`src/rtl/debounce_pkg.sv`:
```
// Shared types for the multi-channel debouncer.
package debounce_pkg;

    typedef enum logic {
        LOCKOUT = 1'b0,
        STABLE  = 1'b1
    } mode_t;

endpackage

```
`src/rtl/debounce_ch.sv`:
```
// One debouncer channel: input synchronizer, lockout/stable counter,
// debounced output with edge pulses and sticky edge flags.
module debounce_ch
    import debounce_pkg::*;
#(
    parameter int unsigned CW = 8,
    parameter int unsigned SS = 2,
    parameter logic        DI = 1'b0
) (
    input  logic          clk,
    input  logic          rst,
    input  logic          ena,
    input  mode_t         mode,
    input  logic [CW-1:0] len,
    input  logic          clr,
    input  logic          d_i,
    output logic          d_o,
    output logic          d_p,
    output logic          d_n,
    output logic          evt_p,
    output logic          evt_n
);

    localparam logic [CW-1:0] ONE = CW'(1);

    logic [SS-1:0] sync_q;
    logic          s;
    logic [CW-1:0] cnt;
    logic [CW-1:0] cnt_nxt;
    logic          do_nxt;
    mode_t         mode_r;

    assign s = sync_q[SS-1];

    always_comb begin
        cnt_nxt = cnt;
        do_nxt  = d_o;
        if (mode != mode_r) begin
            cnt_nxt = '0;
        end else if (!ena) begin
            cnt_nxt = '0;
            do_nxt  = s;
        end else if (mode == LOCKOUT) begin
            if (cnt != '0) begin
                cnt_nxt = cnt - ONE;
            end else if (s != d_o) begin
                do_nxt  = s;
                cnt_nxt = len;
            end
        end else begin
            // >= so a len lowered below the running count fires on the next differing cycle
            if (s == d_o) begin
                cnt_nxt = '0;
            end else if (cnt >= len) begin
                do_nxt  = s;
                cnt_nxt = '0;
            end else begin
                cnt_nxt = cnt + ONE;
            end
        end
    end

    always_ff @(posedge clk or posedge rst) begin
        if (rst) begin
            sync_q <= {SS{DI}};
            cnt    <= '0;
            mode_r <= LOCKOUT;
            d_o    <= DI;
            d_p    <= 1'b0;
            d_n    <= 1'b0;
            evt_p  <= 1'b0;
            evt_n  <= 1'b0;
        end else begin
            sync_q <= {sync_q[SS-2:0], d_i};
            cnt    <= cnt_nxt;
            mode_r <= mode;
            d_o    <= do_nxt;
            d_p    <= do_nxt & ~d_o;
            d_n    <= ~do_nxt & d_o;
            evt_p  <= d_p | (evt_p & ~clr);
            evt_n  <= d_n | (evt_n & ~clr);
        end
    end

endmodule

```
`src/rtl/debounce_multi.sv`:
```
// N independent debouncer channels with per-channel enable, mode and length.
module debounce_multi
    import debounce_pkg::*;
#(
    parameter int unsigned    N  = 1,
    parameter int unsigned    CW = 8,
    parameter int unsigned    SS = 2,
    parameter logic [N-1:0]   DI = '0
) (
    input  logic                 clk,
    input  logic                 rst,
    input  logic [N-1:0]         ena,
    input  logic [N-1:0]         mode,
    input  logic [N-1:0][CW-1:0] len,
    input  logic [N-1:0]         clr,
    input  logic [N-1:0]         d_i,
    output logic [N-1:0]         d_o,
    output logic [N-1:0]         d_p,
    output logic [N-1:0]         d_n,
    output logic [N-1:0]         evt_p,
    output logic [N-1:0]         evt_n
);

    for (genvar i = 0; i < N; i++) begin : g_ch
        debounce_ch #(
            .CW(CW),
            .SS(SS),
            .DI(DI[i])
        ) u_ch (
            .clk  (clk),
            .rst  (rst),
            .ena  (ena[i]),
            .mode (mode_t'(mode[i])),
            .len  (len[i]),
            .clr  (clr[i]),
            .d_i  (d_i[i]),
            .d_o  (d_o[i]),
            .d_p  (d_p[i]),
            .d_n  (d_n[i]),
            .evt_p(evt_p[i]),
            .evt_n(evt_n[i])
        );
    end

endmodule

```
`config.mk`:
```
export PLATFORM = sky130hd
export DESIGN_NAME = debounce_multi
export DESIGN_NICKNAME = d
export VERILOG_FILES = /design/src/rtl/debounce_pkg.sv /design/src/rtl/debounce_ch.sv /design/src/rtl/debounce_multi.sv
export SDC_FILE = /design/constraint.sdc
export NUM_CORES = 1
export LEC_CHECK = 0
export ABC_AREA = 1
export CAP_MARGIN = 25
export CORE_ASPECT_RATIO = 0.75
export CORE_MARGIN = 2
export CORE_UTILIZATION = 40
export CTS_BUF_LIST = sky130_fd_sc_hd__clkbuf_16
export DETAILED_ROUTE_END_ITERATION = 12
export SETUP_SLACK_MARGIN = 0.4
export SKIP_LAST_GASP = 1
export SLEW_MARGIN = 15
export SYNTH_ARGS = -nofsm -noshare
export SYNTH_HDL_FRONTEND = slang
export SYNTH_SLANG_ARGS = --single-unit
```
`constraint.sdc`:
```
create_clock -name clk -period 2.7 [get_ports clk]
set_clock_uncertainty 0.1 [all_clocks]
set_input_delay 0.54 -clock clk [delete_from_list [all_inputs] [get_ports clk]]
set_output_delay 0.54 -clock clk [all_outputs]
set_load 0.005 [all_outputs]
```
==> results of run 1 <==
==> sequential cells by signal, summed over array words and instances (netlist names) <==
signal / flops
g_ch.u_ch.d_o: 1
g_ch.u_ch.mode_r: 1
g_ch.u_ch.d_p: 1
g_ch.u_ch.d_n: 1
g_ch.u_ch.sync_q: 2
g_ch.u_ch.evt_p: 1
g_ch.u_ch.cnt: 8
g_ch.u_ch.evt_n: 1
==> repair_timing <==
item	4_1_cts	5_1_grt
hold buffers	0	0
endpoints found under the setup margin	0	9
resized for setup	0	4
==> synth_stat cells (2+ instances only) <==
| cell type | number |
|---|---|
| nand2_1 | 38 |
| inv_1 | 23 |
| dfrtp_1 | 16 |
| nor2_1 | 14 |
| ha_1 | 11 |
| nand3_1 | 10 |
| a21oi_1 | 7 |
| nor2_2 | 7 |
| o21ai_0 | 7 |
| o21ai_1 | 6 |
| inv_2 | 5 |
| xor2_1 | 5 |
| nand2_2 | 3 |
| a21oi_2 | 2 |
| nand2_4 | 2 |
| nor3_1 | 2 |
| o211ai_1 | 2 |
| o21bai_1 | 2 |
==> per-stage QoR <==
stage / instance area [µm²] / total power [µW] / hold slack (ns)
after global placement: 1551 / 599.0 / 0.2382
final: 1643 / 903.1 / 0.2532
after global routing: 1643 / 962.3 / 0.2680
after detailed placement: 1551 / 604.0 / 0.2452
after CTS: 1630 / 904.2 / 0.2568
after floorplan: 1330 / 499.4 / 0.2312
==> per-layer routing <==
metal  part of all wire (%)  wire [µm]  vias to the layer above  track usage, %
met5                      0          0                        -               0
met4                    1.4         45                        0           5.660
met3                    6.0        188                        6           4.494
met1                     46       1434                      544           23.48
li1                       -          -                      612               -
met2                     47       1466                       33           30.19
==> power breakdown <==
part | total (µW) | switching (µW) | internal, µW
sequential | 293 | 28.7 | 264
clock | 296 | 99.1 | 197
combinational | 315 | 185 | 129
total | 903 | 313 | 590
==> kinds of logic (layout without fill, tap and decap cells) <==
logic type / count (synthesis) / count (layout) / synth area share [%]
DFF: 16 / 16 / 30.10
buffers and inverters: 33 / 54 / 10.54
AOI/OAI and AO/OA: 30 / 30 / 13.17
adders and majority gates: 11 / 11 / 10.35
and+or+nand+nor: 82 / 82 / 30.67
xor gates and xnor gates: 7 / 7 / 5.174
==> worst paths after layout <==
path | end | cells after the start
worst max register to register | g_ch[0].u_ch.d_n | 13
worst min register to register | g_ch[0].u_ch.sync_q[1] | 0
worst min-delay path | g_ch[0].u_ch.sync_q[1] | 0
worst max-delay path | g_ch[0].u_ch.cnt[5] | 10
max in group asynchronous | g_ch[0].u_ch.cnt[1] | 2
min in group asynchronous | g_ch[0].u_ch.cnt[5] | 2
==> final cells by class <==
type / instances / area (µm²)
well taps: 40 / 50.05
clock buffers: 3 / 75.07
repair buffers: 19 / 187.7
flip-flops and latches: 16 / 400.4
fillers: 334 / 1600
multi-input cells: 130 / 802.0
clock inverters: 1 / 3.754
inverters: 31 / 123.9
==> worst max-delay path, delay by kind of cell <==
kind | cells | cell delay [ns]
AO/OA/AOI/OAI | 2 | 0.28
adder cells (fa/ha/maj) | 1 | 0.31
buffers and inverters | 3 | 0.64
AND/OR/NAND/NOR | 4 | 0.48
==> flow_summary.toml, run 1 <==
[yosys]
syn-cell-area_um2 = 1330
synth_top_area_share_pct = 30.10
ys_types = 35
ys_seq_area_share_pct = 30.10
yosys_warnings = 0
ys_top_cells_by_area = "dfrtp_1 (30%), nand2_1 (11%), ha_1 (10%)"
ys_ff_latch = 16
ys_async_sr_fraction_pct = 100.0
syn_area_per_cell_um2 = 7.430
synth_edf_count = 0
synthCells = 179
synth_area_leader_cell = "dfrtp_1"
syn-num-nets = 204
synth_ff_type = "dfrtp_1"

[final_layout]
final_cell_mix = "nand2_1 (37), inv_1 (23), clkdlybuf4s50_1 (18), dfrtp_1 (16), nor2_1 (13)"
final_cells = 240
drive_above_1_share_pct = 16.50
n_antenna_cell = 0
area_growth_pct = 23.52
final_util_pct = 50.66
nets = 226
layout_commonest_cell = "nand2_1"

[route]
vias_per_cell = 4.979
drt_wl_total_mm = 3.134
wl_per_cell_um = 13.06
firstDrtPassIters = 5
drc = 0
ant_nets = 0
num_vias = 1195
first_iter_violations = 51

[place]
place.gp.congestion = 0.8694
dp_hpwl_mm = 2.378
io_buffers = 18
preCtsSetupSlack_ns = 0.1688
dp_cells = 236

[min_path]
hp-start = "g_ch[0].u_ch.sync_q[0]"
hp-class = "reg2reg"

[worst_setup_path]
critical_path.max_fanout = 6
cp_slowest_stage_delay_ns = 0.48
critical_path_class = "in2reg"
required_ns = 2.78
crit_path_start = "len[5]"
regToRegSetupSlack_ns = 0.77
crit_path_start_kind = "input pin"
endpoint_kind = "flop"
rr_startpoint = "g_ch[0].u_ch.cnt[0]"
worst_path_max_delay_cell = "clkdlybuf4s50_1"
critPathArrivalTime_ns = 2.26
path_cells = "clkdlybuf4s50_1 -> inv_1 -> ha_1 -> a21oi_1 -> nor2_1 -> nor2_2 -> nand3_4 -> inv_2 -> nand4_2 -> a21oi_2"

[die]
die_x_um = 70.59
dieArea_um2 = 3807
design.core.area_um2 = 3243
die_h_um = 53.94
ios = 19
start_util_pct = 41.01
rows = 18

[grt]
grt_pass1_vias = 1125
antenna_found_initial = 0
grt_max_degree = 17
grt_pass1_wl_mm = 5.126
track_usage_pct = 18.03
globalRouteOverflowTotal = 0

[clock_network]
ctsRootBufferMaster = "clkbuf_16"
insertion_delay_ns = 0.25
post-cts-setup-buffers = 0
htreeDepth = 1
cts_buffers = 3
numClockSinks = 16
clock_path_buffers = 2
cts_tree = "done"
path_clk_slew_ns = 0.05

[run]
maxCapViolations = 0

[timing]
final.setup.tns_ns = 0
final_hold_viol_count = 0
tightest_slew_ns = 0.6481
fin_crit_ns = 2.181
drv_slew = 0
fmax_ghz = 0.4585
rsz0062_at_grt = "true"
final.setup.worst_slack_ns = 0.5189
finalCritPeriodShare_pct = 80.78
slew_headroom_pct = 56.74
setup_viol = 0

[power]
p_leak_uw = 0.0008219
power_density_nw_per_um2 = 549.7
peakVddDrop_mv = 0.3816

[status]
status = "finished clean"
No activity file was read; power rests on OpenSTA's default activity.
==> inputs of run 2 (changes only) <==
==> constraint.sdc (replaced) <==
create_clock -name clk -period 2 [get_ports clk]
set_clock_uncertainty 0.1 [all_clocks]
set_input_delay 0.4 -clock clk [delete_from_list [all_inputs] [get_ports clk]]
set_output_delay 0.4 -clock clk [all_outputs]
set_load 0.005 [all_outputs]
==> run 2 against run 1 <==
- global-route usage increased by 2.2 points
- cell count grew 11%
- worst hold slack got worse by 0.0011 ns
- combinational power rose by 84%
- register-to-register slack worse by 0.53 ns
- sequential power grew 32%
- core utilization is 12 points higher
- highest routed layer unchanged
==> flow_summary.toml, run 2 (synthesis results as in run 1) <==
[timing]
tightest_slew_ns = 0.2904
final_hold_viol_count = 0
setup_viol = 0
fin_crit_ns = 1.761
drv_slew = 0
finalCritPeriodShare_pct = 88.04
rsz0062_at_grt = "true"
fmax_ghz = 0.5679
slew_headroom_pct = 80.50

[route]
ant_nets = 0
num_vias = 1353
vias_per_cell = 5.067
drt_wl_total_mm = 3.658
wl_per_cell_um = 13.70
first_iter_violations = 48
drc = 0
firstDrtPassIters = 4

[grt]
grt_pass1_vias = 1245
grt_max_degree = 17
globalRouteOverflowTotal = 0
track_usage_pct = 20.28
grt_pass1_wl_mm = 5.851
antenna_found_initial = 0

[clock_network]
cts_tree = "done"
insertion_delay_ns = 0.25
htreeDepth = 1
ctsRootBufferMaster = "clkbuf_16"
numClockSinks = 16
clock_path_buffers = 2
path_clk_slew_ns = 0.05
cts_buffers = 3

[power]
peakVddDrop_mv = 0.5286
power_density_nw_per_um2 = 666.7
p_leak_uw = 0.001041

[die]
dieArea_um2 = 3807
ios = 19
start_util_pct = 41.01
design.core.area_um2 = 3243
rows = 18
die_x_um = 70.59
die_h_um = 53.94

[final_layout]
nets = 253
drive_above_1_share_pct = 40.09
final_cell_mix = "nand2_1 (32), buf_4 (27), inv_1 (18), dfrtp_1 (13)"
largest_register_ffs = 8
reg_top3 = "g_ch.u_ch.cnt x8, g_ch.u_ch.sync_q x2"
area_growth_pct = 53.34
final_cell_area_um2 = 2039
final_util_pct = 62.89
layout_commonest_cell = "nand2_1"
n_antenna_cell = 0
regMostFlops = "g_ch.u_ch.cnt"

[place]
place_area_um2 = 1680
io_buffers = 18
place.gp.congestion = 0.8708
dp_hpwl_mm = 2.510

[worst_setup_path]
endpoint_kind = "flop"
required_ns = 2.04
crit_path_start_kind = "flop"
critPathArrivalTime_ns = 1.80
critical_path.max_fanout = 9
critical_path_class = "reg2reg"

[run]
maxCapViolations = 0

[status]
status = "finished clean"

[min_path]
hp-class = "reg2reg"
[run 2: changes by cell type in the layout (fill, tap and decap cells not counted), sizes merged]
cell / previous run / this run
clkdlybuf4s15: 0 / 1
clkdlybuf4s50: 18 / 5
inv: 30 / 29
dlymetal6s2s: 0 / 5
clkinv: 2 / 3
dlygate4sd2: 0 / 7
buf: 1 / 28
[run 2: power by group]
group	internal (µW)	switching (µW)	leakage [µW]	total [µW]
sequential	358	28.3	0.000203	386
combinational	257	322	0.000799	579
clock	265	130	0.0000385	395
[run 2: final timing paths]
kind	start	end	slack, ns	cells after the start
worst max register to register	g_ch[0].u_ch.cnt[1]	g_ch[0].u_ch.d_n	0.24	13
worst max-delay path	g_ch[0].u_ch.cnt[1]	g_ch[0].u_ch.d_n	0.24	13
worst min register to register	g_ch[0].u_ch.sync_q[0]	g_ch[0].u_ch.sync_q[1]	0.25	0
min in group asynchronous	rst	g_ch[0].u_ch.cnt[6]	0.37	3
max in group asynchronous	rst	g_ch[0].u_ch.d_o	1.21	3
worst min-delay path	g_ch[0].u_ch.sync_q[0]	g_ch[0].u_ch.sync_q[1]	0.25	0
[run 2: final cells by class]
class	count	area, µm²
clock inverters	1	3.754
repair buffers	46	397.9
well taps	40	50.05
inverters	31	136.4
multi-input cells	130	972.2
clock buffers	3	75.07
fillers	274	1204
flip-flops and latches	16	404.1
[run 2: routing by layer]
layer	track usage, %	routed length, µm
met1	26.98	1680
met3	2.060	147
met4	7.233	58
met2	35.22	1772
met5	0	0
[run 2: critical path, cell delays in order, from the launching register on]
cell,delay [ns]
dfrtp_2,0.46
inv_2,0.10
ha_4,0.13
nand2_2,0.06
nor2_4,0.12
nand2_4,0.11
inv_6,0.12
nor2_2,0.04
nor2_1,0.10
nor2_1,0.05
nand2_1,0.07
nand2_2,0.06
nand2_2,0.08
nor2_2,0.03
[run 2: stage by stage]
stage	TNS [ns]	hold slack, ns	setup WS (ns)	instances	total power [µW]
CTS	0	0.2563	0.2448	265	1342
detailed placement	-2.330	0.2444	-0.2516	248	852.7
global placement	-2.113	0.2396	-0.2552	248	839.5
global route	0	0.2565	0.1239	267	1450
finish	0	0.2521	0.2392	267	1360
floorplan	0	0.2137	0.3930	179	688.9
[run 2: timing repair]
item / CTS / global route
pin swaps: 28 / 20
setup buffers: 13 / 2
hold buffers: 0 / 0
hold endpoints to repair: 0 / 0
gates resized for setup: 39 / 14
endpoints found under the setup margin: 12 / 16
gates cloned: 0 / 0
